--- src/rtl/b_code_time_keeper.sv ---
// b_code_time_keeper
// Latches range-checked IRIG-B decoded time frames and runs a local BCD
// time-of-day / day-of-year / year clock from a 1 s tick, tracking
// SYNC / HOLDOVER / UNSYNC status and emitting a 1PPS strobe.
//
// Optional feature macro: B_CODE_CONTINUITY_CHECK_EN
//   Defined: while SYNC or HOLDOVER, a valid frame loads only if it equals the
//   local time or it is the 3rd consecutive mismatching valid frame.
//
// Ports:
//   pll_c0               system clock
//   pll_locked           asynchronous active-low reset
//   decode_done          one-cycle strobe, decoded fields stable
//   in_*                 decoded BCD fields (seconds..year)
//   miao_*/fen_*/shi_*/day_*/year_*  local running time (BCD)
//   pps_out              one-cycle pulse per local second increment
//   sync_state           00 UNSYNC, 01 SYNC, 10 HOLDOVER
//   err_cnt              saturating count of rejected frames
module b_code_time_keeper #(
    parameter logic [31:0] CNT_1S_MAX   = 32'd124_999,
    parameter logic [7:0]  HOLDOVER_MAX = 8'd10
) (
    input  logic       pll_c0,
    input  logic       pll_locked,
    input  logic       decode_done,
    input  logic [3:0] in_miao_gewei,
    input  logic [2:0] in_miao_shiwei,
    input  logic [3:0] in_fen_gewei,
    input  logic [2:0] in_fen_shiwei,
    input  logic [3:0] in_shi_gewei,
    input  logic [1:0] in_shi_shiwei,
    input  logic [3:0] in_day_gewei,
    input  logic [3:0] in_day_shiwei,
    input  logic [1:0] in_day_baiwei,
    input  logic [3:0] in_year_gewei,
    input  logic [3:0] in_year_shiwei,
    output logic [3:0] miao_gewei,
    output logic [2:0] miao_shiwei,
    output logic [3:0] fen_gewei,
    output logic [2:0] fen_shiwei,
    output logic [3:0] shi_gewei,
    output logic [1:0] shi_shiwei,
    output logic [3:0] day_gewei,
    output logic [3:0] day_shiwei,
    output logic [1:0] day_baiwei,
    output logic [3:0] year_gewei,
    output logic [3:0] year_shiwei,
    output logic       pps_out,
    output logic [1:0] sync_state,
    output logic [7:0] err_cnt
);

    localparam int unsigned CNT_W  = 32;
    localparam int unsigned MISS_W = 8;
    localparam int unsigned DAY_W  = 10;

    typedef enum logic [1:0] {
        ST_UNSYNC = 2'b00,
        ST_SYNC   = 2'b01,
        ST_HOLD   = 2'b10
    } state_t;

    // Full local time, most significant digit first.
    typedef struct packed {
        logic [3:0] y_s;
        logic [3:0] y_g;
        logic [1:0] d_b;
        logic [3:0] d_s;
        logic [3:0] d_g;
        logic [1:0] h_s;
        logic [3:0] h_g;
        logic [2:0] m_s;
        logic [3:0] m_g;
        logic [2:0] s_s;
        logic [3:0] s_g;
    } tod_t;

    localparam tod_t TOD_RESET = '{y_s: 4'd0, y_g: 4'd0, d_b: 2'd0, d_s: 4'd0, d_g: 4'd1,
                                   h_s: 2'd0, h_g: 4'd0, m_s: 3'd0, m_g: 4'd0,
                                   s_s: 3'd0, s_g: 4'd0};

    state_t              state;
    state_t              state_nxt;
    tod_t                tod;
    tod_t                frame;
    logic [CNT_W-1:0]    cnt;
    logic [MISS_W-1:0]   miss_cnt;
    logic                load_pend;
    logic                tick;
    logic                frame_ok;
    logic                do_load;
    logic [DAY_W-1:0]    day_bin;
    logic [DAY_W-1:0]    day_lim;

    // Leap year: tens even with units 0/4/8, or tens odd with units 2/6.
    function automatic logic leap_year(input logic [3:0] ys, input logic [3:0] yg);
        return (!ys[0] && (yg == 4'd0 || yg == 4'd4 || yg == 4'd8)) ||
               ( ys[0] && (yg == 4'd2 || yg == 4'd6));
    endfunction

    // Last day of the current year (365, or 366 in leap years).
    function automatic logic day_end(input tod_t t);
        return (t.d_b == 2'd3) && (t.d_s == 4'd6) &&
               (t.d_g == (leap_year(t.y_s, t.y_g) ? 4'd6 : 4'd5));
    endfunction

    // One-second BCD increment with ripple carry through to the year.
    function automatic tod_t inc_time(input tod_t t);
        tod_t r;
        logic c;
        r = t;
        c = (t.s_g == 4'd9);
        r.s_g = c ? 4'd0 : t.s_g + 4'd1;
        if (c) begin
            c = (t.s_s == 3'd5);
            r.s_s = c ? 3'd0 : t.s_s + 3'd1;
        end
        if (c) begin
            c = (t.m_g == 4'd9);
            r.m_g = c ? 4'd0 : t.m_g + 4'd1;
        end
        if (c) begin
            c = (t.m_s == 3'd5);
            r.m_s = c ? 3'd0 : t.m_s + 3'd1;
        end
        if (c) begin
            if (t.h_s == 2'd2 && t.h_g == 4'd3) begin
                r.h_s = 2'd0;
                r.h_g = 4'd0;
            end else begin
                c = 1'b0;
                if (t.h_g == 4'd9) begin
                    r.h_g = 4'd0;
                    r.h_s = t.h_s + 2'd1;
                end else begin
                    r.h_g = t.h_g + 4'd1;
                end
            end
        end
        if (c) begin
            if (day_end(t)) begin
                r.d_b = 2'd0;
                r.d_s = 4'd0;
                r.d_g = 4'd1;
            end else begin
                c = 1'b0;
                if (t.d_g == 4'd9) begin
                    r.d_g = 4'd0;
                    if (t.d_s == 4'd9) begin
                        r.d_s = 4'd0;
                        r.d_b = t.d_b + 2'd1;
                    end else begin
                        r.d_s = t.d_s + 4'd1;
                    end
                end else begin
                    r.d_g = t.d_g + 4'd1;
                end
            end
        end
        if (c) begin
            r.y_g = (t.y_g == 4'd9) ? 4'd0 : t.y_g + 4'd1;
            if (t.y_g == 4'd9) begin
                r.y_s = (t.y_s == 4'd9) ? 4'd0 : t.y_s + 4'd1;
            end
        end
        return r;
    endfunction

    assign frame = '{y_s: in_year_shiwei, y_g: in_year_gewei,
                     d_b: in_day_baiwei, d_s: in_day_shiwei, d_g: in_day_gewei,
                     h_s: in_shi_shiwei, h_g: in_shi_gewei,
                     m_s: in_fen_shiwei, m_g: in_fen_gewei,
                     s_s: in_miao_shiwei, s_g: in_miao_gewei};

    assign tick = (cnt == CNT_1S_MAX);

    // Range check of the decoded frame.
    always_comb begin
        day_bin  = DAY_W'(frame.d_b) * 10'd100 + DAY_W'(frame.d_s) * 10'd10 + DAY_W'(frame.d_g);
        day_lim  = leap_year(frame.y_s, frame.y_g) ? 10'd366 : 10'd365;
        frame_ok = (frame.s_g <= 4'd9) && (frame.s_s <= 3'd5) &&
                   (frame.m_g <= 4'd9) && (frame.m_s <= 3'd5) &&
                   (frame.h_g <= 4'd9) &&
                   ((frame.h_s < 2'd2) || (frame.h_s == 2'd2 && frame.h_g <= 4'd3)) &&
                   (frame.d_g <= 4'd9) && (frame.d_s <= 4'd9) &&
                   (day_bin != 10'd0) && (day_bin <= day_lim) &&
                   (frame.y_g <= 4'd9) && (frame.y_s <= 4'd9);
    end

`ifdef B_CODE_CONTINUITY_CHECK_EN
    logic [1:0] mis_cnt;
    logic       match;

    assign match = (frame == tod);

    // Locked states accept only continuous frames, or the 3rd mismatch in a row.
    always_comb begin
        do_load = decode_done && frame_ok &&
                  ((state == ST_UNSYNC) || match || (mis_cnt == 2'd2));
    end

    // Consecutive mismatching-frame counter.
    always_ff @(posedge pll_c0 or negedge pll_locked) begin
        if (!pll_locked) begin
            mis_cnt <= 2'd0;
        end else if (decode_done && frame_ok) begin
            if (do_load) begin
                mis_cnt <= 2'd0;
            end else begin
                mis_cnt <= mis_cnt + 2'd1;
            end
        end
    end
`else
    assign do_load = decode_done && frame_ok;
`endif

    // Sync status register.
    always_ff @(posedge pll_c0 or negedge pll_locked) begin
        if (!pll_locked) begin
            state <= ST_UNSYNC;
        end else begin
            state <= state_nxt;
        end
    end

    // Sync status next-state.
    always_comb begin
        state_nxt = state;
        if (do_load) begin
            state_nxt = ST_SYNC;
        end else begin
            case (state)
                ST_SYNC:   if (miss_cnt >= 8'd2)         state_nxt = ST_HOLD;
                ST_HOLD:   if (miss_cnt >= HOLDOVER_MAX) state_nxt = ST_UNSYNC;
                ST_UNSYNC: state_nxt = ST_UNSYNC;
                default:   state_nxt = ST_UNSYNC;
            endcase
        end
    end

    // Time, 1 s counter, miss/error counters and PPS.
    always_ff @(posedge pll_c0 or negedge pll_locked) begin
        if (!pll_locked) begin
            tod       <= TOD_RESET;
            cnt       <= '0;
            miss_cnt  <= '0;
            load_pend <= 1'b0;
            pps_out   <= 1'b0;
            err_cnt   <= 8'd0;
        end else begin
            pps_out <= 1'b0;
            cnt     <= tick ? '0 : cnt + 32'd1;
            if (do_load) begin
                // Load wins over a coincident tick; the +1 s follows next cycle.
                tod       <= frame;
                cnt       <= '0;
                miss_cnt  <= '0;
                load_pend <= 1'b1;
            end else if (load_pend) begin
                tod       <= inc_time(tod);
                pps_out   <= 1'b1;
                load_pend <= 1'b0;
            end else if (tick) begin
                tod     <= inc_time(tod);
                pps_out <= 1'b1;
                if (miss_cnt != 8'hFF) begin
                    miss_cnt <= miss_cnt + 8'd1;
                end
            end
            if (decode_done && !do_load && (err_cnt != 8'hFF)) begin
                err_cnt <= err_cnt + 8'd1;
            end
        end
    end

    assign year_shiwei = tod.y_s;
    assign year_gewei  = tod.y_g;
    assign day_baiwei  = tod.d_b;
    assign day_shiwei  = tod.d_s;
    assign day_gewei   = tod.d_g;
    assign shi_shiwei  = tod.h_s;
    assign shi_gewei   = tod.h_g;
    assign fen_shiwei  = tod.m_s;
    assign fen_gewei   = tod.m_g;
    assign miao_shiwei = tod.s_s;
    assign miao_gewei  = tod.s_g;
    assign sync_state  = 2'(state);

endmodule

--- config.mk ---
export PLATFORM = sky130hd
export DESIGN_NAME = b_code_time_keeper
export DESIGN_NICKNAME = d
export VERILOG_FILES = /design/src/rtl/b_code_time_keeper.sv
export SDC_FILE = /design/constraint.sdc
export NUM_CORES = 1
export LEC_CHECK = 0
export BUFFER_PORTS_ARGS = -buffer_cell sky130_fd_sc_hd__buf_2
export CORE_UTILIZATION = 52
export CTS_CLUSTER_SIZE = 16
export DETAILED_ROUTE_END_ITERATION = 8
export PLACE_DENSITY = 0.82
export SLEW_MARGIN = 15
export SYNTH_ARGS = -nofsm -noshare
export SYNTH_HDL_FRONTEND = slang
export SYNTH_SLANG_ARGS = --single-unit
--- constraint.sdc ---
create_clock -name pll_c0 -period 2.6 [get_ports pll_c0]
set_clock_uncertainty 0.05 [all_clocks]
set_input_delay 0.26 -clock pll_c0 [delete_from_list [all_inputs] [get_ports pll_c0]]
set_output_delay 0.26 -clock pll_c0 [all_outputs]
set_load 0.005 [all_outputs]
==> results of run 1 <==
==> final timing paths <==
| path | end | slack, ps | cells past startpoint |
|---|---|---|---|
| worst max-delay path | fen_gewei[0]$_DFFE_PN0P_ | -950 | 13 |
| worst min-delay path | miao_gewei[0]$_DFFE_PN0P_ | 70 | 2 |
| worst max register to register | day_shiwei[2]$_DFFE_PN0P_ | -190 | 10 |
| worst min register to register | cnt[0]$_DFF_PN0_ | 420 | 1 |
| max in group asynchronous | cnt[23]$_DFF_PN0_ | 1390 | 3 |
| min in group asynchronous | day_gewei[3]$_DFFE_PN0P_ | 420 | 2 |
==> worst reg2reg max path, cell delays in order (launching register included) <==
cell	delay (ps)
sky130_fd_sc_hd__dfrtp_1	390
sky130_fd_sc_hd__nor4_1	350
sky130_fd_sc_hd__buf_4	170
sky130_fd_sc_hd__nand4_1	120
sky130_fd_sc_hd__o31ai_1	290
sky130_fd_sc_hd__buf_4	190
sky130_fd_sc_hd__and2_1	150
sky130_fd_sc_hd__buf_4	130
sky130_fd_sc_hd__o2111ai_1	140
sky130_fd_sc_hd__o311ai_0	520
sky130_fd_sc_hd__o21a_1	210
==> repair_timing <==
action,in CTS,in global routing
endpoints found under the hold margin,49,0
hold buffers,1,0
gates cloned,4,6
buffers inserted,1,3
endpoints found under the setup margin,90,90
resized for setup,41,54
pin swaps,2,14
==> cell type report <==
cell class | instances | area, um2
multi-input cells | 478 | 3500
fillers | 623 | 2660
flip-flops and latches | 90 | 2250
repair buffers | 192 | 1420
well taps | 136 | 170
clock buffers | 13 | 159
inverters | 23 | 98.8
clock inverters | 3 | 46.3
repair inverters | 1 | 16.3
==> through the flow <==
step	hold slack [ps]	total power, mW	area [um2]
after floorplan	-85.6	2.72	5640
after global placement	284	3.28	6860
after detailed placement	288	3.37	6860
after CTS	68.8	4.41	7310
after global routing	59.1	4.81	7670
final	71.1	4.57	7670
==> metal layers <==
metal  up-vias  global-route usage, %  wire (um)
li1       2541                      -          -
met1      2771                   34.3       6640
met2       322                   52.4       9010
met3        68                   6.00       1430
met4         0                   15.5        812
met5         -                      0          0
==> power groups by stage <==
stage | registers, mW | clock network (mW) | logic, mW
after floorplan | 1.95 | 0 | 0.766
after global placement | 1.96 | 0 | 1.32
after detailed placement | 1.98 | 0 | 1.40
after CTS | 1.95 | 1.01 | 1.44
after global routing | 2.01 | 1.08 | 1.72
final | 1.98 | 1.01 | 1.58
==> Yosys cell counts (4+ instances only) <==
library cell | n | area share (%)
sky130_fd_sc_hd__nor2b_1 | 14 | 1.6
sky130_fd_sc_hd__and3_1 | 11 | 1.2
sky130_fd_sc_hd__a21oi_1 | 25 | 2.3
sky130_fd_sc_hd__buf_6 | 4 | 0.81
sky130_fd_sc_hd__nor4bb_1 | 5 | 0.90
sky130_fd_sc_hd__ha_1 | 23 | 5.2
sky130_fd_sc_hd__fa_1 | 4 | 1.4
sky130_fd_sc_hd__or3_1 | 5 | 0.56
sky130_fd_sc_hd__or3b_2 | 5 | 0.79
sky130_fd_sc_hd__a31oi_1 | 16 | 1.8
sky130_fd_sc_hd__nor3b_1 | 5 | 0.68
sky130_fd_sc_hd__nand4_1 | 16 | 1.8
sky130_fd_sc_hd__xnor2_1 | 27 | 4.3
sky130_fd_sc_hd__clkbuf_1 | 11 | 0.74
sky130_fd_sc_hd__nand3b_1 | 6 | 0.81
sky130_fd_sc_hd__and3b_1 | 4 | 0.63
sky130_fd_sc_hd__nand3_1 | 30 | 2.7
sky130_fd_sc_hd__mux2i_1 | 7 | 1.3
sky130_fd_sc_hd__and2_1 | 4 | 0.45
sky130_fd_sc_hd__nor2_1 | 97 | 6.6
sky130_fd_sc_hd__o21ai_0 | 27 | 2.4
sky130_fd_sc_hd__xor2_1 | 31 | 4.9
sky130_fd_sc_hd__o21a_1 | 6 | 0.81
sky130_fd_sc_hd__nor3_1 | 7 | 0.63
sky130_fd_sc_hd__dfrtp_1 | 89 | 40
sky130_fd_sc_hd__nor4_1 | 10 | 1.1
sky130_fd_sc_hd__inv_1 | 22 | 1.5
sky130_fd_sc_hd__nand2_1 | 42 | 2.8
==> kinds of logic (layout without fill, tap and decap cells) <==
kind of cell    count (synthesis)  in the layout  synth area share, %
fa+ha+maj                      27             27                 6.62
xor+xnor                       58             58                 9.14
mux                            11             11                 2.27
simple gates                  278            279                 25.7
compound gates                103            103                 11.9
flops                          90             90                 40.6
buf+inv                        44            232                 3.78
==> cell usage in the layout, fill, tap and decap left out, types with 7 or more instances in the layout <==
master                     instances
sky130_fd_sc_hd__xnor2_1          26
sky130_fd_sc_hd__xor2_1           30
sky130_fd_sc_hd__buf_2            86
sky130_fd_sc_hd__nor2_1           64
sky130_fd_sc_hd__inv_1            20
sky130_fd_sc_hd__clkbuf_8         11
sky130_fd_sc_hd__nor2_2           19
sky130_fd_sc_hd__nand3_1          29
sky130_fd_sc_hd__mux2i_1           7
sky130_fd_sc_hd__nand4_1          16
sky130_fd_sc_hd__dfrtp_1          89
sky130_fd_sc_hd__nor2_4           14
sky130_fd_sc_hd__a21oi_1          22
sky130_fd_sc_hd__nor4_1            8
sky130_fd_sc_hd__o21ai_0          24
sky130_fd_sc_hd__ha_1             17
sky130_fd_sc_hd__buf_4            88
sky130_fd_sc_hd__and3_1           11
sky130_fd_sc_hd__nand2_1          42
sky130_fd_sc_hd__a31oi_1          12
sky130_fd_sc_hd__nor2b_1          14
==> state kept, by name, indices dropped and copies added, names as in the netlist, 4 cells and up <==
| signal | flops |
|---|---|
| err_cnt | 8 |
| cnt | 32 |
| miao_gewei | 4 |
| fen_gewei | 4 |
| day_gewei | 4 |
| day_shiwei | 4 |
| year_shiwei | 4 |
| year_gewei | 4 |
| miss_cnt | 8 |
| shi_gewei | 4 |
==> results.txt, run 1 <==
* Half-perimeter wire length after placement: 11.5 mm
* Peak VDD IR: 0.346 mV
- Leaving out filler cells and counting taps, the final layout contains 936.
- Clock-pin slew was measured on the worst setup and hold paths at 90 ps.
- The flow ran to the end, but the final reports show violations.
* CP Launch Point: in_day_shiwei[0]
* Dpl cells: 906
- Int Power: 2.94 mW
- Switching power: 1.63 mW
* Max stage delay cell, worst path: sky130_fd_sc_hd__or4b_4
- Detailed-router iteration count before antenna repair: 5
- CP max stage delay: 650 ps
- Quantity of I/O buffers inserted on ports: 89
- Average size of a mapped cell: 9.09 um2
* Number of synthesized flops with an enable pin: 0
* Full die area: 0.0111 mm2
- Global-route wire length before repair: 25.9 mm
* Number of distinct library cell variants in the gate-level netlist after synthesis: 61
- In this run, CTS created clock tree buffers numbering 9.
* Total power divided by cell area: 596 mW/mm2
* Synth-to-Final Area Change: 38.0%
- Counting every net in the synthesized netlist gives 679.
- Timing would allow up to 282 MHz.
* Number of H-tree branching levels: 3
- The initial utilization of the core area, before any placement, comes to 53.8%.
- Post-detailed-route DRC marker count: 0
- Number of routed nets with antenna violations: 0
- 0 antenna diodes ended up in the layout.
- For this block, the routed nets add up to 17.9 mm of wire.
* Initial DRC count: 434
- Hold path startpoint: in_miao_gewei[0]
* Syn. warnings: 0
* Cells traversed along the worst timing path: buf_2 > ha_4 > inv_2 > fa_1 > inv_2 > ha_4 > a211o_1 > a41oi_4 > o21bai_1 > a2111o_1 > or4b_4 > clkbuf_16 > mux2_4
* Overflow left after global routing: 0
* Hold Crit Class: in2reg
- Sequential group share of total power: 43.3%
- Core Region: 0.0103 mm2
* Hold Violations, Final: 0
- Counting both buffers and inverters, the worst setup path holds a total of 4.
- Antenna violations before repair: 0
- At the worst endpoint, the arrival time is 3750 ps.
* Skew-Pair Late Insertion Delay: 370 ps
- Setup total negative slack on the finished layout was measured at -76320 ps.
- Final core area utilization: 74.3%
- STA classifies the critical path startpoint as an input pin.
- Total standard cell area after synthesis: 0.00556 mm2
- Count of pins over their slew limit: 0
* Worst-path maximum fanout: 5
- After layout, the worst setup slack is -949 ps.
- The checks that failed: negative setup slack.
* Req. time, crit path: 2800 ps
- For this design, the sink count on the clock tree is 90.
- Die span in y: 105 um
- Number of flip-flops and latches in the synthesized netlist: 90
- Horizontal die dimension: 105 um
- Number of nets in the final layout: 863
- Share of cells above drive strength 1: 36.1%
- In this design, the largest share of critical-path delay is due to compound AO/OA/AOI/OAI gates.
- Detail-routed via count per cell: 6.09
- Counting flops with an async set or reset pin after synthesis yields a share of 100%.
- Pre-CTS setup slack: -1400 ps
- Row cnt: 37
* Leakage component of the power: 3.38 nW
* Top-Level Pins: 90
- Entering global routing, the biggest net connects 52 pins.
- Vias after detailed routing: 5702
- Sequential area share after synthesis: 40.6%
* Max Cap Violations: 0
- The tree is rooted in a sky130_fd_sc_hd__clkbuf_8.
* Post-route clock period utilization: 137%
- Of the total power, the share spent switching nets is 35.6%.
* CTS tree: yes
- Fraction of power consumed by combinational cells: 34.6%
- Routability-driven placement finished with a final weighted congestion of 0.895.
- In this run the tightest slew margin relative to its limit is 50.7%.
- Clk network pwr share: 22.1%
- Flip-flop cell with the highest count after synthesis: sky130_fd_sc_hd__dfrtp_1
- Number of global-route vias before repair: 5549
- After layout, the minimum clock period comes to 3550 ps.
- The critical path in this run is classified as in2reg.
- Synthesis produced a netlist whose cell count is 611.
- Total global-route track usage: 29.9%
- Element type at the critical path end: flip-flop
* RSZ-0062 raised after global routing: true
- # setup viols final: 90
- Mean routed wirelength per cell: 19.1 um
* Origin of the critical flop-to-flop path: cnt[3]$_DFF_PN0_
* Clock tree buffer depth: 2
- Transition time of the tightest slew-check pin: 734 ps
Note: power is estimated with default switching activity, not from simulation.
==> inputs of run 2 (changes only) <==
- CORE_UTILIZATION: 52 -> 30
- PLACE_DENSITY: 0.82 -> 0.53
- TNS_END_PERCENT: unset -> 30
- clock period: 2.6 -> 3.65 ns (I/O delays scaled with it)
==> run 2 against run 1 <==
Effect of this change:
- critical path depth stayed put
- the flow finishes with violations (design-rule violations)
- first-iteration DRC count is 21% lower
- sequential share of layout area grew 3.7 points
- critical path type unchanged
- combinational power fell by 45%
- die area up 72%
- highest routed layer unchanged
==> results.txt, run 2 (synthesis gave the netlist of run 1 again) <==
- CTS tree: yes (unchanged)
* Total global-route track usage: 16.4% (was 29.9%)
- Clock tree buffer depth: 2 (unchanged)
- The transition at the pin with the smallest max-transition slack was 798 ps (was 734 ps).
* Regs by FF count: cnt (32), err_cnt (8), miss_cnt (8) (unchanged)
- CP max stage delay: 610 ps (was 650 ps)
- The effective utilization at floorplan came to 30.7% (was 53.8%).
* Synth-to-Final Area Change: 22.6% (was 38.0%)
- The number of max-slew violations in the final report was 0 (unchanged).
- The clock latency on the worst-skew pair is 350 ps (was 370 ps).
* Top-Level Pins: 90 (unchanged)
- Among the stages of the critical path, the cell type that occurs most often is sky130_fd_sc_hd__ha_4.
- Largest net degree at the start of global routing: 37 (was 52)
- Vias after detailed routing: 4927 (was 5702)
- Post-detailed-route DRC marker count: 18 (was 0)
* Half-perimeter wire length after placement: 11.1 mm (was 11.5 mm)
* Total Routed Length: 15.3 mm (was 17.9 mm)
- Initial DRC count: 344 (was 434)
- The horizontal die dimension was 138 um (was 105 um).
- The number of failing hold endpoints at the final stage came to 0 (unchanged).
- Overflow left after global routing: 0 (unchanged)
* Share of cells above drive strength 1: 21.9% (was 36.1%)
- The average detailed-routed wire length per instance is 16.0 um (was 19.1 um).
- The die area was 0.0191 mm2 (was 0.0111 mm2).
- Origin of the critical flop-to-flop path: cnt[0]$_DFF_PN0_ (was cnt[3]$_DFF_PN0_)
* Kind of start point of the critical path: input pin (unchanged)
- The count of maximum capacitance violations came to 0 (unchanged).
- The number of rows created at floorplan came to 49 (was 37).
- Buf+Inv Stages, Crit Path: 2 (was 4)
- The terminus of the critical flop-to-flop path was fen_shiwei[2]$_DFFE_PN0P_ (was day_shiwei[2]$_DFFE_PN0P_).
- Sequential cell area in the final layout: 0.00225 mm2 (unchanged)
- The startpoint of the lowest-slack hold path is in_fen_gewei[0] (was in_miao_gewei[0]).
* Req. time, crit path: 3840 ps (was 2800 ps)
* Final core area utilization: 37.7% (was 74.3%)
* Number of H-tree branching levels: 3 (unchanged)
* Leakage component of the power: 2.95 nW (was 3.38 nW)
* Cell depth of the worst min-delay path: 2 (unchanged)
* Fmax achieved: 283 MHz
* Post-route clock period utilization: 96.9%
* Inserted Diodes: 0 (unchanged)
* Number of global-route vias before repair: 4900 (was 5549)
- The slowest cell on the critical path is sky130_fd_sc_hd__or4b_4 (unchanged).
- The largest register by flop count was cnt (unchanged).
* End of the worst hold path: fen_gewei[0]$_DFFE_PN0P_ (was miao_gewei[0]$_DFFE_PN0P_)
- The number of antenna violations at the first check in global routing is 0 (unchanged).
- Clk sink count: 90 (unchanged)
- Type of the worst setup path: in2reg (unchanged)
- The number of nets in the final layout is 788 (was 863).
- The worst-path maximum fanout is 30 (was 5).
- The number of I/O port buffers came to 89 (unchanged).
- The internal reg-to-reg setup slack is 630 ps (was -190 ps).
* Category of cells accounting for the largest share of critical-path delay: adder cells (was compound AO/OA/AOI/OAI gates)
* Number of CTS-inserted buffers: 9 (unchanged)
- Filler cells: 1775 (was 623)
- Outcome: complete, but fails checks (unchanged)
- The routability congestion estimate from global placement came to 0.839 (was 0.895).
- Total power divided by cell area: 469 mW/mm2 (was 596 mW/mm2)
- The path depth of the worst reg2reg path was 8 (was 10).
- # setup viols final: 0 (was 90)
- Most frequent cells in the layout: sky130_fd_sc_hd__nor2_1, sky130_fd_sc_hd__dfrtp_1, sky130_fd_sc_hd__buf_2 (was sky130_fd_sc_hd__dfrtp_1, sky130_fd_sc_hd__buf_4, sky130_fd_sc_hd__buf_2).
- Element type at the critical path end: flip-flop (unchanged)
* Power after layout: 3.20 mW (was 4.57 mW)
- The mean number of vias per cell was 5.16 (was 6.09).
- The setup fix buffers added after clock tree synthesis is 0 (was 1).
- The most common cell after layout, fill and taps aside is sky130_fd_sc_hd__nor2_1 (was sky130_fd_sc_hd__dfrtp_1).
* Arrival time reported for the critical path endpoint: 3730 ps (was 3750 ps)
* Detailed-router iteration count before antenna repair: 6 (was 5)
* Clock root buffer: sky130_fd_sc_hd__clkbuf_16 (was sky130_fd_sc_hd__clkbuf_8)
- The area taken by multi-input logic gates is 0.00318 mm2 (was 0.00350 mm2).
- The post-detailed-route count of antenna-violating nets came to 0 (unchanged).
- Tmin final: 3540 ps
- Number of flip-flops under the largest register name: 32 (unchanged)
* Die span in y: 138 um (was 105 um)
- The class of the tightest hold or removal check is in2reg (unchanged).
- Cells traversed along the worst timing path: buf_2 > ha_4 > ha_4 > fa_2 > xor2_1 > ha_1 > ha_4 > a41oi_2 > o21bai_1 > a2111o_1 > or4b_4 > buf_12 > mux2_4 (was buf_2 > ha_4 > inv_2 > fa_1 > inv_2 > ha_4 > a211o_1 > a41oi_4 > o21bai_1 > a2111o_1 > or4b_4 > clkbuf_16 > mux2_4).
- Core Region: 0.0181 mm2 (was 0.0103 mm2)
- Violations in the final reports: design-rule violations (was negative setup slack)
- The clock slew at the register clock pins of the worst setup and hold paths is 80 ps (was 90 ps).
- Headroom to the max-slew limit: 45.3% (was 50.7%)
- The worst IR drop on VDD is 0.182 mV (was 0.346 mV).
* RSZ-0062 raised after global routing: false (was true)
* Global-route wire length before repair: 25.3 mm (was 25.9 mm)
run 2: per-stage QoR:
stage / cell area [um2] / TNS [ps] / cells / setup WS (ps) / hold WS [ps]
2_1_floorplan: 5630 / -20.9 / 611 / -6.96 / 19.4
3_3_place_gp: 6470 / -27380 / 936 / -441 / 324
3_5_place_dp: 6470 / -28680 / 936 / -457 / 336
4_1_cts: 6790 / 0 / 954 / 67.2 / 190
5_1_grt: 6810 / 0 / 954 / 13.2 / 192
6_report: 6810 / 0 / 954 / 111 / 202
run 2: report_power, final:
group	total [mW]	switching, mW	leakage (nW)	internal [mW]
Sequential	1.43	0.249	1.03	1.18
Clock	0.893	0.424	0.130	0.470
Combinational	0.872	0.428	1.80	0.444
run 2: cell type report:
cell class                      count  area share [%]
Tap cell                          229            4.21
Multi-Input combinational cell    477            46.6
Sequential cell                    90            33.1
Inverter                           23            1.32
Clock buffer                       10            3.36
Timing Repair Buffer              119            10.7
Clock inverter                      6           0.735
run 2: worst max path at each step:
stage	start	end	slack (ps)	cells past startpoint
finish	in_day_shiwei[1]	year_shiwei[2]$_DFFE_PN0P_	110	13
global route	in_day_shiwei[1]	day_gewei[1]$_DFFE_PN0P_	10	14
CTS	in_day_shiwei[1]	err_cnt[0]$_DFFE_PN0P_	70	15
detailed placement	in_day_shiwei[1]	miao_gewei[3]$_DFFE_PN0P_	-460	14
global placement	in_day_shiwei[1]	fen_gewei[0]$_DFFE_PN0P_	-440	14
floorplan	in_day_shiwei[1]	fen_gewei[0]$_DFFE_PN0P_	-7	13
run 2: timing repair:
item	CTS	global route
pin swaps	0	1
gates resized for setup	1	8
hold buffers	1	0
setup endpoints to repair	20	37
endpoints found under the hold margin	33	0
gates cloned	1	0
run 2: per-layer routing:
layer  track usage [%]  wire [um]  vias up
met3              3.26        597       19
met1              21.2       6970     2405
met5                 0          0        -
met4              6.45        342        0
met2              27.1       7340      115
li1                  -          -     2388
==> inputs of run 3 (changes only) <==
- CORE_ASPECT_RATIO: unset -> 0.7
==> run 3 against run 2 <==
Effect of this change:
- the run now ends clean
- first-iteration DRC count is 2.0% higher
- via count down 1.7%
- sequential power hardly changed
- wire length down 1.5%
- highest routed layer unchanged
==> results.txt, run 3 (synthesis gave the netlist of run 1 again) <==
* Outcome: completed (was complete, but fails checks)
* Fin worst setup slack: 92.9 ps (was 111 ps)
* Regs by FF count: cnt (32), err_cnt (8), miss_cnt (8) (unchanged)
* Fmax achieved: 281 MHz (was 283 MHz)
- The most common cell after layout, fill and taps aside is sky130_fd_sc_hd__nor2_1 (unchanged).
* Tmin final: 3560 ps (was 3540 ps)
- Quantity of I/O buffers inserted on ports: 89 (unchanged)
* Global-route wire length before repair: 24.5 mm (was 25.3 mm)
- Detailed-router iteration count before antenna repair: 5 (was 6)
* CTS hold repair buffers: 0 (was 1)
* Overflow left after global routing: 0 (unchanged)
* Synth-to-Final Area Change: 22.5% (was 22.6%)
* Number of global-route vias before repair: 4695 (was 4900)
- The buffer depth of the longest clock path came to 2 (unchanged).
- Most frequent cells in the layout: sky130_fd_sc_hd__nor2_1, sky130_fd_sc_hd__dfrtp_1, sky130_fd_sc_hd__buf_2 (unchanged).
- Starting density of the core: 30.8% (was 30.7%)
* Total Routed Length: 15.0 mm (was 15.3 mm)
- The class of the tightest hold or removal check is in2async (was in2reg).
* Share of cells above drive strength 1: 21.9% (about the same)
- Number of CTS-inserted buffers: 9 (unchanged)
- Number of nets in the final layout: 789 (was 788)
- The HPWL reported at the end of detailed placement is 11.5 mm (was 11.1 mm).
* Number of H-tree branching levels: 3 (unchanged)
- The endpoint type of the worst setup path was a flip-flop (unchanged).
- The mean number of vias per cell came to 5.03 (was 5.16).
* Clock root buffer: sky130_fd_sc_hd__clkbuf_16 (unchanged)
* Total global-route track usage: 16.6% (was 16.4%)
* Kind of start point of the critical path: input pin (unchanged)
- Initial DRC count: 351 (was 344)
* Max Cap Violations: 0 (unchanged)
- The total power per unit cell area came to 471 mW/mm2 (was 469 mW/mm2).
- Number of flip-flops under the largest register name: 32 (unchanged)
- Vias after detailed routing: 4843 (was 4927)
- The clock tree from TritonCTS was yes (unchanged).
* Mean routed wirelength per cell: 15.6 um (was 16.0 um)
* Hold Violations, Final: 0 (unchanged)
- The worst-path maximum fanout came to 21 (was 30).
- Type of the worst setup path: in2reg (unchanged)
* Clk sink count: 90 (unchanged)
- Leakage component of the power: 2.95 nW (about the same)
* Row cnt: 41 (was 49)
* Register-to-register setup slack: 570 ps (was 630 ps)
- The data arrival time at the worst-slack endpoint came to 3750 ps (was 3730 ps).
- Horizontal die dimension: 165 um (was 138 um)
- The count of inserted antenna diode cells is 0 (unchanged).
- The clock slew at the register clock pins of the worst setup and hold paths was 70 ps (was 80 ps).
- Full die area: 0.0191 mm2 (about the same)
- The core footprint is 0.0181 mm2 (about the same).
* Routability congestion estimate: 0.817 (was 0.839)
* Antenna violations before repair: 0 (unchanged)
- Headroom to the max-slew limit: 41.9% (was 45.3%)
- The power consumption came to 3.21 mW (was 3.20 mW).
* Die span in y: 116 um (was 138 um)
* Peak VDD IR: 0.226 mV (was 0.182 mV)
- The transition at the pin with the smallest max-transition slack is 847 ps (was 798 ps).
* Post-route cell area: 0.00681 mm2 (about the same)
- The number of max-slew violations in the final report was 0 (unchanged).
- Post-place instance area: 0.00650 mm2 (was 0.00647 mm2)
* Pre-CTS setup slack: -439 ps (was -457 ps)
- # setup viols final: 0 (unchanged)
- Req. time, crit path: 3840 ps (about the same)
- Post-route clock period utilization: 97.5% (was 96.9%)
- Post-detailed-route DRC marker count: 0 (was 18)
- Top-Level Pins: 90 (unchanged)
- Skew-Pair Late Insertion Delay: 360 ps (was 350 ps)
- Filler cells: 1841 (was 1775)
- The largest register by flop count is cnt (unchanged).
- The post-detailed-route count of antenna-violating nets came to 0 (unchanged).
- The largest net degree at the start of global routing came to 54 (was 37).
-- run 3: cell types whose count changed in the layout (fill, tap and decap cells not counted), sizes merged --
cell	before	now
clkinv	2	3
buf	117	120
clkbuf	10	11
inv	24	23
dlygate4sd3	1	0
bufbuf	1	0
clkinvlp	3	2
-- run 3: worst paths after layout --
path / from / end / cells past startpoint
max: in_day_shiwei[1] / fen_gewei[0]$_DFFE_PN0P_ / 14
min: pll_locked / cnt[27]$_DFF_PN0_ / 1
max reg2reg: cnt[27]$_DFF_PN0_ / fen_shiwei[2]$_DFFE_PN0P_ / 8
min reg2reg: cnt[0]$_DFF_PN0_ / cnt[0]$_DFF_PN0_ / 1
max in group asynchronous: pll_locked / day_gewei[0]$_DFFE_PN1P_ / 2
min in group pll_c0: in_miao_gewei[0] / miao_gewei[0]$_DFFE_PN0P_ / 2
-- run 3: per-stage QoR --
stage                     hold WS [ps]  utilization (%)  std cells  setup TNS (ps)
after floorplan                   19.4                -        611           -20.9
after global placement             396             36.0        946          -24740
after detailed placement           401             36.0        946          -29060
after CTS                         29.7             37.6        962               0
after global routing              55.1             37.7        962           -7.29
final                             8.25             37.7        962               0
-- run 3: final cells by class --
class / count / area [um2] / area share [%]
clock buffers: 11 / 243 / 3.57
clock inverters: 5 / 38.8 / 0.570
multi-input cells: 477 / 3170 / 46.5
repair buffers: 120 / 721 / 10.6
well taps: 236 / 295 / 4.34
flip-flops and latches: 90 / 2250 / 33.1
inverters: 23 / 90.1 / 1.32
-- run 3: what timing repair did --
| action | CTS | global route |
|---|---|---|
| endpoints found under the setup margin | 11 | 10 |
| resized for setup | 4 | 4 |
| setup buffers | 0 | 0 |
| pin swaps | 0 | 1 |
-- run 3: metal layers --
| layer | share of wire, % | track usage [%] | up-vias | routed length (um) |
|---|---|---|---|---|
| met1 | 51 | 24.1 | 2348 | 7710 |
| met5 | 0 | 0 | - | 0 |
| li1 | - | - | 2373 | - |
| met4 | 1.2 | 3.79 | 0 | 175 |
| met2 | 43 | 24.8 | 109 | 6410 |
| met3 | 4.9 | 4.08 | 13 | 737 |
-- run 3: power breakdown --
group,leakage [nW],internal (mW),switching [mW]
combinational,1.78,0.436,0.419
sequential,1.03,1.18,0.260
clock,0.136,0.485,0.426
-- run 3: worst max-delay path: stages --
cell	delay, ps
sky130_fd_sc_hd__buf_2	120
sky130_fd_sc_hd__ha_4	240
sky130_fd_sc_hd__ha_4	160
sky130_fd_sc_hd__fa_2	330
sky130_fd_sc_hd__xor2_1	150
sky130_fd_sc_hd__ha_1	320
sky130_fd_sc_hd__ha_4	300
sky130_fd_sc_hd__nand3_1	70
sky130_fd_sc_hd__o21ai_0	200
sky130_fd_sc_hd__xor2_1	190
sky130_fd_sc_hd__and3b_1	220
sky130_fd_sc_hd__or4b_4	580
sky130_fd_sc_hd__buf_6	200
sky130_fd_sc_hd__mux2_4	300
